--- config.mk ---
export PLATFORM = sky130hd
export DESIGN_NAME = hadamard4pt_input_framer
export DESIGN_NICKNAME = d
export VERILOG_FILES = /design/src/rtl/hadamard_pkg.sv /design/src/rtl/hold_timer.sv /design/src/rtl/hadamard4pt_input_framer.sv
export SDC_FILE = /design/constraint.sdc
export NUM_CORES = 1
export LEC_CHECK = 0
export ABC_CLOCK_PERIOD_IN_PS = 3800
export CORE_MARGIN = 2
export CORE_UTILIZATION = 53
export CTS_CLUSTER_DIAMETER = 80
export DETAILED_ROUTE_END_ITERATION = 8
export PLACE_DENSITY = 0.81
export SLEW_MARGIN = 20
export SYNTH_ARGS = -nofsm -noshare
export SYNTH_HDL_FRONTEND = slang
export SYNTH_HIERARCHICAL = 1
export SYNTH_SLANG_ARGS = --single-unit
--- constraint.sdc ---
create_clock -name clk -period 3.8 [get_ports clk]
set_clock_uncertainty 0.15 [all_clocks]
set_input_delay 0.76 -clock clk [delete_from_list [all_inputs] [get_ports clk]]
set_output_delay 0.76 -clock clk [all_outputs]
set_load 0.005 [all_outputs]
--- src/rtl/hadamard_pkg.sv ---
// Shared constants and state encoding for the 4-point Hadamard input framer and output collector.
package hadamard_pkg;

    localparam int unsigned HAD_DATA_W = 9;
    localparam int unsigned VEC_LEN    = 4;
    localparam int unsigned SLOT_W     = 2;
    localparam int unsigned CNT_W      = 8;

    typedef enum logic [1:0] {
        ST_IDLE = 2'd0,
        ST_HOLD = 2'd1,
        ST_WAIT = 2'd2
    } frame_state_e;

endpackage

--- src/rtl/hold_timer.sv ---
// Down-counter holding a vector for a fixed number of cycles; loads on demand, stops at zero.
module hold_timer
    import hadamard_pkg::*;
#(
    parameter int unsigned W = CNT_W
) (
    input  logic         clk,
    input  logic         rst,
    input  logic         load,
    input  logic [W-1:0] value,
    output logic         zero
);

    logic [W-1:0] cnt_q, cnt_d;

    always_comb begin
        cnt_d = cnt_q;
        if (load) begin
            cnt_d = value;
        end else if (cnt_q != '0) begin
            cnt_d = cnt_q - W'(1);
        end
    end

    always_ff @(posedge clk) begin
        if (rst) begin
            cnt_q <= '0;
        end else begin
            cnt_q <= cnt_d;
        end
    end

    assign zero = (cnt_q == '0);

endmodule

--- src/rtl/hadamard4pt_input_framer.sv ---
// Collects serial samples into 4-point vectors and holds each on x0..x3 for at least HOLD_CYCLES cycles.
module hadamard4pt_input_framer
    import hadamard_pkg::*;
#(
    parameter int unsigned DATA_W      = HAD_DATA_W,
    parameter int unsigned HOLD_CYCLES = 10
) (
    input  logic                     clk,
    input  logic                     rst,
    input  logic                     s_valid,
    input  logic signed [DATA_W-1:0] s_data,
    output logic                     s_ready,
    output logic signed [DATA_W-1:0] x0,
    output logic signed [DATA_W-1:0] x1,
    output logic signed [DATA_W-1:0] x2,
    output logic signed [DATA_W-1:0] x3,
    output logic                     start,
    output logic                     busy
);

    frame_state_e                        state_q, state_d;
    logic [VEC_LEN-1:0][DATA_W-1:0]      slot_q, slot_d;
    logic [VEC_LEN-1:0][DATA_W-1:0]      vec_q, vec_d;
    logic [SLOT_W-1:0]                   idx_q, idx_d;
    logic                                full_q, full_d;
    logic                                start_q;
    logic                                transfer_c;
    logic                                accept_c;
    logic                                tmr_zero;

    hold_timer #(.W(CNT_W)) u_hold_timer (
        .clk   (clk),
        .rst   (rst),
        .load  (transfer_c),
        .value (CNT_W'(HOLD_CYCLES - 1)),
        .zero  (tmr_zero)
    );

    // Next state and transfer decision; depends only on registered state, never on s_valid.
    always_comb begin
        state_d    = state_q;
        transfer_c = 1'b0;
        case (state_q)
            ST_IDLE, ST_WAIT: begin
                if (full_q) begin
                    transfer_c = 1'b1;
                    state_d    = ST_HOLD;
                end
            end
            ST_HOLD: begin
                if (tmr_zero) begin
                    if (full_q) begin
                        transfer_c = 1'b1;
                    end else begin
                        state_d = ST_WAIT;
                    end
                end
            end
            default: state_d = ST_IDLE;
        endcase
    end

    assign s_ready  = !rst && (!full_q || transfer_c);
    assign accept_c = s_valid && s_ready;

    // Collector: a transfer empties it first, so a same-cycle accept lands in slot 0.
    always_comb begin
        slot_d = slot_q;
        idx_d  = idx_q;
        full_d = full_q;
        vec_d  = vec_q;
        if (transfer_c) begin
            vec_d  = slot_q;
            full_d = 1'b0;
            idx_d  = '0;
        end
        if (accept_c) begin
            slot_d[idx_d] = s_data;
            full_d        = (idx_d == SLOT_W'(VEC_LEN - 1));
            idx_d         = idx_d + SLOT_W'(1);
        end
    end

    always_ff @(posedge clk) begin
        if (rst) begin
            state_q <= ST_IDLE;
            slot_q  <= '0;
            vec_q   <= '0;
            idx_q   <= '0;
            full_q  <= 1'b0;
            start_q <= 1'b0;
        end else begin
            state_q <= state_d;
            slot_q  <= slot_d;
            vec_q   <= vec_d;
            idx_q   <= idx_d;
            full_q  <= full_d;
            start_q <= transfer_c;
        end
    end

    assign x0    = vec_q[0];
    assign x1    = vec_q[1];
    assign x2    = vec_q[2];
    assign x3    = vec_q[3];
    assign start = start_q;
    assign busy  = (state_q == ST_HOLD);

endmodule

==> results of run 1 <==
==> power groups by stage <==
stage | Sequential, uW | Clock [uW] | Combinational, uW
2_1_floorplan | 1020 | 0 | 330
3_3_place_gp | 1030 | 0 | 363
3_5_place_dp | 1030 | 0 | 383
4_1_cts | 1010 | 628 | 385
5_1_grt | 1020 | 661 | 432
6_report | 1010 | 619 | 383
==> worst max-delay path by stage <==
stage                                from                     to  slack [ps]  cells after the start
finish              u_hold_timer/cnt_q[3]             slot_q[30]         440                      9
global route        u_hold_timer/cnt_q[3]             slot_q[30]         160                      9
CTS                 u_hold_timer/cnt_q[3]                s_ready         440                      5
detailed placement  u_hold_timer/cnt_q[3]             slot_q[30]         490                      9
global placement    u_hold_timer/cnt_q[3]  u_hold_timer/cnt_q[5]         670                      8
floorplan           u_hold_timer/cnt_q[0]             slot_q[27]        1000                     15
==> worst reg2reg max path: cells and delay by family (launching register included) <==
family / cells / cell delay [ps]
simple gates: 4 / 1710
buf+inv: 1 / 240
flops: 1 / 360
fa+ha+maj: 1 / 220
mux: 1 / 230
compound gates: 2 / 370
==> stage by stage <==
step	total power [uW]	hold WS, ps	util (%)	worst slack [ps]	instance area (sq um)
3_3_place_gp	1390	298	63.5	666	4010
6_report	2010	309	66.4	441	4190
2_1_floorplan	1350	293	-	998	3480
4_1_cts	2020	315	66.4	443	4190
3_5_place_dp	1420	296	63.5	491	4010
5_1_grt	2110	320	66.4	161	4190
==> cells in the final DEF (no fill, tap or decap), drive strengths merged, types with 2 or more instances in the layout <==
cell	synthesis	routed
clkdlybuf4s50	0	50
mux2i	74	74
a21oi	5	5
a31oi	2	2
a211oi	2	2
nor3	6	6
nor2	4	4
xnor2	3	3
conb	2	8
clkinv	0	2
clkbuf	6	12
ha	5	5
inv	17	17
nand2	84	84
nor2b	6	6
o21ai	2	2
o32ai	4	4
nand3	2	2
buf	18	8
dfxtp	86	86
o211ai	6	6
==> layer usage <==
layer	vias up	part of all wire, %	global-route usage (%)
met4	0	1.7	7.50
met2	51	49	34.4
li1	1258	-	-
met1	1206	46	26.7
met5	-	0	0
met3	14	4.0	5.80
==> state kept, by name (all words and copies together), names as in the netlist <==
name                count
full_q                  1
slot_q                 36
idx_q                   2
start                   1
x2                      9
state_q                 2
x3                      9
x1                      9
x0                      9
u_hold_timer/cnt_q      8
==> cells by family after synthesis <==
kind of cell / Yosys count
compound gates: 26
other cells: 2
buf+inv: 41
mux: 74
simple gates: 111
flops: 86
xor+xnor: 4
fa+ha+maj: 5
==> layout make-up <==
type / count / area, sq um / area share [%]
Multi-Input combinational cell: 228 / 1570 / 37.4
Tap cell: 77 / 96.3 / 2.30
Clock buffer: 12 / 135 / 3.22
Sequential cell: 86 / 1720 / 41.1
Inverter: 17 / 63.8 / 1.52
Clock inverter: 4 / 47.5 / 1.13
Timing Repair Buffer: 58 / 561 / 13.4
==> Yosys cell counts <==
library cell and number:
or2_2 1, a211oi_1 2, xnor2_1 3, mux2i_1 74
inv_1 16, o21ai_4 1, a21oi_1 5, nor3_1 6
nor4_4 1, nand3b_1 1, o211ai_2 1, and2_1 1
clkbuf_1 6, buf_6 3, a31oi_1 2, nor3b_1 1
dfxtp_1 86, o21a_1 1, a21boi_0 1, o21ai_0 1
o32a_1 1, inv_2 1, nand2b_1 1, or4_4 1
buf_2 11, conb_1 2, nand2_1 84, ha_1 5
o211ai_1 5, and4bb_1 1, and4b_1 1, buf_1 4
xor2_1 1, nor2b_1 6, nor2_1 4, o32ai_1 4
o2111ai_1 1, a311oi_1 1, nand3_1 2
==> impl_metrics.toml, run 1 <==
[routing]
dr.pass1.iters = 4
via_per_inst = 5.25
wire_per_inst_um = 14.6
ant_nets = 0
vias = 2529
drc = 0
drt-total-wl_um = 7040
drt_iter0_markers = 98

[sta]
grt_setup_unrepaired = "false"
setup_tns_ps = 0
period_share_pct = 88.4
max_freq_mhz = 298
slew_headroom_pct = 56.6
finalMaxSlewViolations = 0
setup_viol = 0
hold_violations = 0
fin_crit_ps = 3360
tightest_slew_ps = 650

[layout]
n_antenna_cell = 0
area_delta_synth_final_pct = 21.3
fill_cells = 505
drive_gt1_share_pct = 6.91
layout.nets = 417
stdcell_count = 482

[setup_path]
crit_family = "simple AND/OR/NAND/NOR gates"
setup.worst_path.start_class = "flip-flop"
crit_fanout = 14
criticalPathCategory = "reg2reg"
regToRegStartpoint = "u_hold_timer/cnt_q[3]"
path_cells = "nor4_4 > and4bb_1 > nor2b_1 > o21ai_4 > and2_1 > ha_1 > o2111ai_1 > buf_4 > mux2i_1"
crit_required_ps = 3940
r2r_slack_ps = 440
slowest_stage = "nor2b_1"
cp_num_buf_inv = 1
arrival_ps = 3500
slowest_delay_ps = 600
r2r-end = "slot_q[30]"
end_kind = "flip-flop"
r2r_cells = 9

[synthesis]
synth_compound_area_share_pct = 5.83
synthMuxAreaShare_pct = 21.4
synth-simple-area-share_pct = 14.4
yosys_warnings = 6
synth_xor_area_share_pct = 1.01
synthCells = 349
synth_fa_ha_area_share_pct = 1.81
ys_ff_latch = 86
synth_top_family_by_area = "multiplexers"
ys_top_cells_by_area = "dfxtp_1 50%, mux2i_1 21%, nand2_1 9.1%"
syn_area_sq_mm = 0.00346
ys_seq_area_share_pct = 49.8
yosysTopAreaCellShare_pct = 49.8
synth_top_area_cell = "dfxtp_1"
syn_area_per_cell_sq_um = 9.90
yosys.cell_types.count = 39

[clock_network]
root_buffer = "clkbuf_8"
clock_latency_ps = 360
cts.clk_slew.worst_paths_ps = 80
clkSinkCount = 86
post_cts_buffers = 0
cts_tree = "built"
clock_path_buffers = 2
tritoncts.num_buffers = 9
h-tree-depth = 3
ctsResizeCount = 0
cts_hold_buf = 0

[power]
p_sw_share_pct = 28.7
p_sw_uw = 579
p_seq_share_pct = 50.2
p_per_area_mw_per_mm2 = 480
comb_power_share_pct = 19.0
ir_worst_vdd_v = 0.000276
p_leak_uw = 0.00181
p_int_uw = 1430
clockPowerShare_pct = 30.7

[floorplan]
die-width_um = 84.8
dieArea_sq_mm = 0.00718
io_pins = 51
start_util_pct = 54.7
die_h_um = 84.8
coreArea_sq_mm = 0.00631
placementRows = 29

[placed_design]
place_inst = 466
gp_congestion = 0.825
port_buffers = 50
dp_hpwl_um = 4770

[grt]
grt_first_pass_wirelength_um = 12000
antenna_found_initial = 0
grt_max_degree = 42
overflow = 0
grt_pass1_vias = 2633
track_usage_pct = 21.0

[hold_path]
min_delay_path_depth = 2
min_path_type = "reg2reg"
min_from = "x2[6]"
holdPathEnd = "x2[6]"

[status]
status = "finished, final reports clean"

[run]
drv_cap = 0
Note: power is estimated with default switching activity, not from simulation.
==> run 2: changes to the inputs <==
Settings changed: CORE_ASPECT_RATIO set to 1.2, CORE_UTILIZATION 53 to 54, PLACE_DENSITY 0.81 to 0.82, SYNTH_HIERARCHICAL 1 to not set.
==> impl_metrics.toml, run 2 <==
[sta]
hold_violations = 0
finalMaxSlewViolations = 0
setup_viol = 0
slew_headroom_pct = 28.4
period_share_pct = 94.4
tightest_slew_ps = 1070
grt_setup_unrepaired = "false"
max_freq_mhz = 279
setup_tns_ps = 0
whs_ps = 327
fin_crit_ps = 3590

[grt]
grt_first_pass_wirelength_um = 11900
overflow = 0
grt_pass1_vias = 2434
antenna_found_initial = 0
grt_max_degree = 55
track_usage_pct = 20.9

[power]
p_per_area_mw_per_mm2 = 464
comb_power_share_pct = 18.1
p_seq_share_pct = 50.1
totalPowerFinal_uw = 1980
p_int_uw = 1440
ir_worst_vdd_v = 0.000341
clockPowerShare_pct = 31.8
p_sw_uw = 542
p_leak_uw = 0.00166
p_sw_share_pct = 27.4

[synthesis]
yosysMostFrequentCell = "dfxtp_1"
synth_top_area_cell = "dfxtp_1"
yosys.cell_types.count = 37
syn_area_sq_mm = 0.00356
ys_seq_area_share_pct = 48.3
syn_area_per_cell_sq_um = 9.95
yosys_warnings = 0
yosysTopAreaCellShare_pct = 48.3
synthCells = 358
yosys_most_used_dff = "dfxtp_1"
yosys-top-cells-count = "86 x dfxtp_1, 48 x nand2b_1, 47 x mux2i_1, 38 x nor2_1"
syn_nets = 372
ys_async_sr_fraction_pct = 0
synth-edff-count = 0
ys_top_cells_by_area = "dfxtp_1 48%, mux2i_1 13%, nand2b_1 8.4%"
ys_ff_latch = 86

[floorplan]
coreArea_sq_mm = 0.00641
start_util_pct = 55.6
die_h_um = 93.0
die-width_um = 78.1
dieArea_sq_mm = 0.00726
io_pins = 51
placementRows = 32

[layout]
layout.nets = 412
final_cell_mix = "86 x dfxtp_1, 49 x clkdlybuf4s50_1, 48 x nand2b_1"
layout_commonest_cell = "dfxtp_1"
largest_reg_flops = 36
top_register = "slot_q"
multi_input_area_sq_mm = 0.00165
n_antenna_cell = 0
area_delta_synth_final_pct = 19.7
regArea_sq_mm = 0.00172
fill_cells = 533
drive_gt1_share_pct = 7.21

[setup_path]
regToRegStartpoint = "u_hold_timer.cnt_q[3]"
crit_required_ps = 2890
end_kind = "primary output"
crit_fanout = 8
cp-startpoint = "u_hold_timer.cnt_q[3]"
r2r_slack_ps = 1130
criticalPathCategory = "reg2out"
setup.worst_path.start_class = "flip-flop"
arrival_ps = 2680

[placed_design]
port_buffers = 50
gp_congestion = 0.759
dp_hpwl_um = 4720

[clock_network]
cts.clk_slew.worst_paths_ps = 80
tritoncts.num_buffers = 9
ctsResizeCount = 0
root_buffer = "clkbuf_8"
cts_hold_buf = 0
cts_tree = "built"
clock_latency_ps = 350
post_cts_buffers = 0
clock_path_buffers = 2
clkSinkCount = 86
h-tree-depth = 3

[status]
status = "finished, final reports clean"

[run]
drv_cap = 0

[routing]
vias = 2612
drt_iter0_markers = 105
ant_nets = 0
via_per_inst = 5.36
dr.pass1.iters = 4
wire_per_inst_um = 14.9
drt-total-wl_um = 7240
drc = 0

[hold_path]
min_path_type = "reg2reg"
min_from = "x0[6]"
==> run 2: changes by cell type in the layout (fill, tap and decap cells not counted), moves of 4 or more <==
cell,delta
nand2_1,-82
nand2b_1,+47
conb_1,-8
nor2_1,+34
o211ai_1,-4
o32ai_1,-4
nand4b_1,+28
o21ai_0,+27
mux2i_1,-27
==> run 2: logic make-up (layout without fill, tap and decap cells) <==
kind of cell / Yosys count / in the layout / share of synthesized area, %
AND/OR/NAND/NOR: 134 / 134 / 22.9
flip-flops: 86 / 86 / 48.3
multiplexers: 48 / 48 / 13.5
AO/OA/AOI/OAI: 42 / 42 / 7.52
buffers and inverters: 40 / 84 / 5.55
XOR/XNOR: 6 / 6 / 1.48
adder cells (fa/ha/maj): 2 / 2 / 0.703
==> run 2: routing by layer <==
metal | vias to the layer above | part of all wire, % | track usage [%]
li1 | 1302 | - | -
met1 | 1246 | 46 | 26.9
met2 | 50 | 49 | 33.4
met3 | 14 | 3.2 | 3.51
met4 | 0 | 2.2 | 11.3
met5 | - | 0 | 0
==> run 2: worst max-delay path, stage by stage (launching register included) <==
cell	delay (ps)
dfxtp_1	340
or4_1	710
or2_2	410
o211ai_1	210
nor2b_1	150
clkdlybuf4s50_1	510
==> run 2: final cells by class <==
| class | count | share of cell area (%) |
|---|---|---|
| Inverter | 12 | 1.06 |
| Multi-Input combinational cell | 232 | 38.7 |
| Sequential cell | 86 | 40.4 |
| Clock buffer | 12 | 3.41 |
| Clock inverter | 3 | 1.06 |
| Timing Repair Buffer | 57 | 12.9 |
| Tap cell | 85 | 2.50 |
==> run 2: power by group through the flow <==
stage                     Clock, uW  Sequential (uW)  Combinational [uW]
after CTS                       634              991                 354
after floorplan                   0             1000                 293
after global placement            0             1010                 343
final                           628              992                 359
after global routing            673             1000                 403
after detailed placement          0             1010                 351
==> run 2: worst paths after layout <==
| check | to | cells after the start |
|---|---|---|
| min | x0[6] | 2 |
| min reg2reg | x0[6] | 2 |
| max reg2reg | x0[8] | 4 |
| max | s_ready | 5 |
==> run 2: through the flow <==
stage,cells,worst slack (ps),area [sq um],utilization [%]
floorplan,358,1110,3560,-
global placement,472,572,4070,63.5
detailed placement,472,511,4070,63.5
CTS,487,132,4260,66.5
global route,487,96.6,4260,66.5
finish,487,214,4260,66.5
==> run 3: changes to the inputs <==
Settings changed: CORE_UTILIZATION 54 to 40, PLACE_DENSITY 0.82 to 0.65, SETUP_SLACK_MARGIN set to 0.4.
==> impl_metrics.toml, run 3 (same netlist as run 2, synthesis figures left out) <==
[sta]
fin_crit_ps = 3070
whs_ps = 324
period_share_pct = 80.8
setup_tns_ps = 0
setup_viol = 0
hold_violations = 0
max_freq_mhz = 326
grt_setup_unrepaired = "false"
slew_headroom_pct = 34.9
tightest_slew_ps = 970
finalMaxSlewViolations = 0

[floorplan]
dieArea_sq_mm = 0.00968
die-width_um = 90.1
start_util_pct = 41.4
placementRows = 37
die_h_um = 107
io_pins = 51
coreArea_sq_mm = 0.00861

[placed_design]
dp_hpwl_um = 4870
gp_congestion = 0.822
place_inst = 503
port_buffers = 50
place_area_sq_mm = 0.00411

[setup_path]
crit_required_ps = 3910
regToRegStartpoint = "u_hold_timer.cnt_q[0]"
r2r_slack_ps = 730
r2r_cells = 19
timing.critical_path.to = "full_q"
r2r-end = "full_q"
crit_fanout = 5
setup.worst_path.start_class = "flip-flop"
cp-startpoint = "u_hold_timer.cnt_q[0]"
arrival_ps = 3180
criticalPathCategory = "reg2reg"
end_kind = "flip-flop"

[layout]
multi_input_area_sq_mm = 0.00166
area_delta_synth_final_pct = 24.1
largest_reg_flops = 36
layout_commonest_cell = "dfxtp_1"
fill_cells = 833
finalInstanceArea_sq_mm = 0.00442
drive_gt1_share_pct = 11.8
stdcell_count = 534
utilization_pct = 51.3
top_register = "slot_q"
final_cell_mix = "84 x dfxtp_1, 48 x nand2b_1, 48 x clkdlybuf4s50_1"
layout.nets = 426
regArea_sq_mm = 0.00173

[clock_network]
h-tree-depth = 3
root_buffer = "clkbuf_8"
cts.clk_slew.worst_paths_ps = 80
clkSinkCount = 86
cts_tree = "built"
tritoncts.num_buffers = 9
clock_latency_ps = 350
cts_hold_buf = 0
clock_path_buffers = 2

[grt]
grt_pass1_vias = 2516
grt_max_degree = 102
track_usage_pct = 16.1
overflow = 0
antenna_found_initial = 1
grt_first_pass_wirelength_um = 12400

[routing]
drt-total-wl_um = 7630
dr.pass1.iters = 5
drt_iter0_markers = 127
ant_nets = 0
vias = 2634
wire_per_inst_um = 14.3
drc = 0
via_per_inst = 4.93

[power]
p_leak_uw = 0.00173
ir_worst_vdd_v = 0.000184
p_per_area_mw_per_mm2 = 456

[status]
status = "finished, final reports clean"

[run]
drv_cap = 0

[hold_path]
min_path_type = "reg2reg"
[run 3: per-layer routing]
metal / vias to the layer above / GRT usage (%) / share of wire, %
met3: 10 / 4.83 / 3.9
met4: 0 / 6.81 / 1.7
met5: - / 0 / 0
met1: 1244 / 20.7 / 48
met2: 45 / 25.3 / 47
li1: 1335 / - / -
[run 3: how the worst min path moves through the flow]
stage                          from    end  slack, ps  cells after the start
final                         x2[6]  x2[6]        320                      2
after floorplan           slot_q[2]  x0[2]        310                      2
after detailed placement      x3[0]  x3[0]        310                      2
after CTS                     x2[6]  x2[6]        330                      2
after global placement        x0[8]  x0[8]        320                      2
after global routing          x2[7]  x2[7]        350                      2
[run 3: report_power, final]
part | leakage [uW] | total, uW | internal (uW) | switching, uW
combinational | 0.000941 | 410 | 202 | 208
sequential | 0.000697 | 1000 | 957 | 42.6
clock | 0.0000931 | 607 | 300 | 308
[run 3: area by class of cell]
class	instances	share of cell area, %
clock buffers	11	2.97
repair buffers	71	14.8
diodes	1	0.0566
multi-input cells	232	37.6
flip-flops and latches	86	39.1
inverters	12	1.02
clock inverters	4	1.10
well taps	117	3.31
[run 3: timing repair]
action                     CTS  global route
gates resized for setup      6             3
setup buffers               14             1
pin swaps                    2             1
setup endpoints to repair    1             1
[run 3: worst max-delay path, cell delays in order, from the launching register on]
cell,delay [ps]
dfxtp_2,360
inv_2,60
ha_2,180
or3b_4,230
or2_4,130
o211ai_1,110
buf_4,190
buf_4,120
buf_4,110
buf_4,120
buf_4,120
buf_4,120
buf_4,120
buf_4,120
buf_4,120
buf_4,120
buf_4,120
buf_4,120
buf_4,120
a21oi_1,140
[run 3: stage by stage]
step / worst slack (ps) / total power, uW
6_report: 729 / 2020
5_1_grt: 638 / 2120
4_1_cts: 402 / 2030
3_5_place_dp: 477 / 1370
3_3_place_gp: 559 / 1360
2_1_floorplan: 1110 / 1300
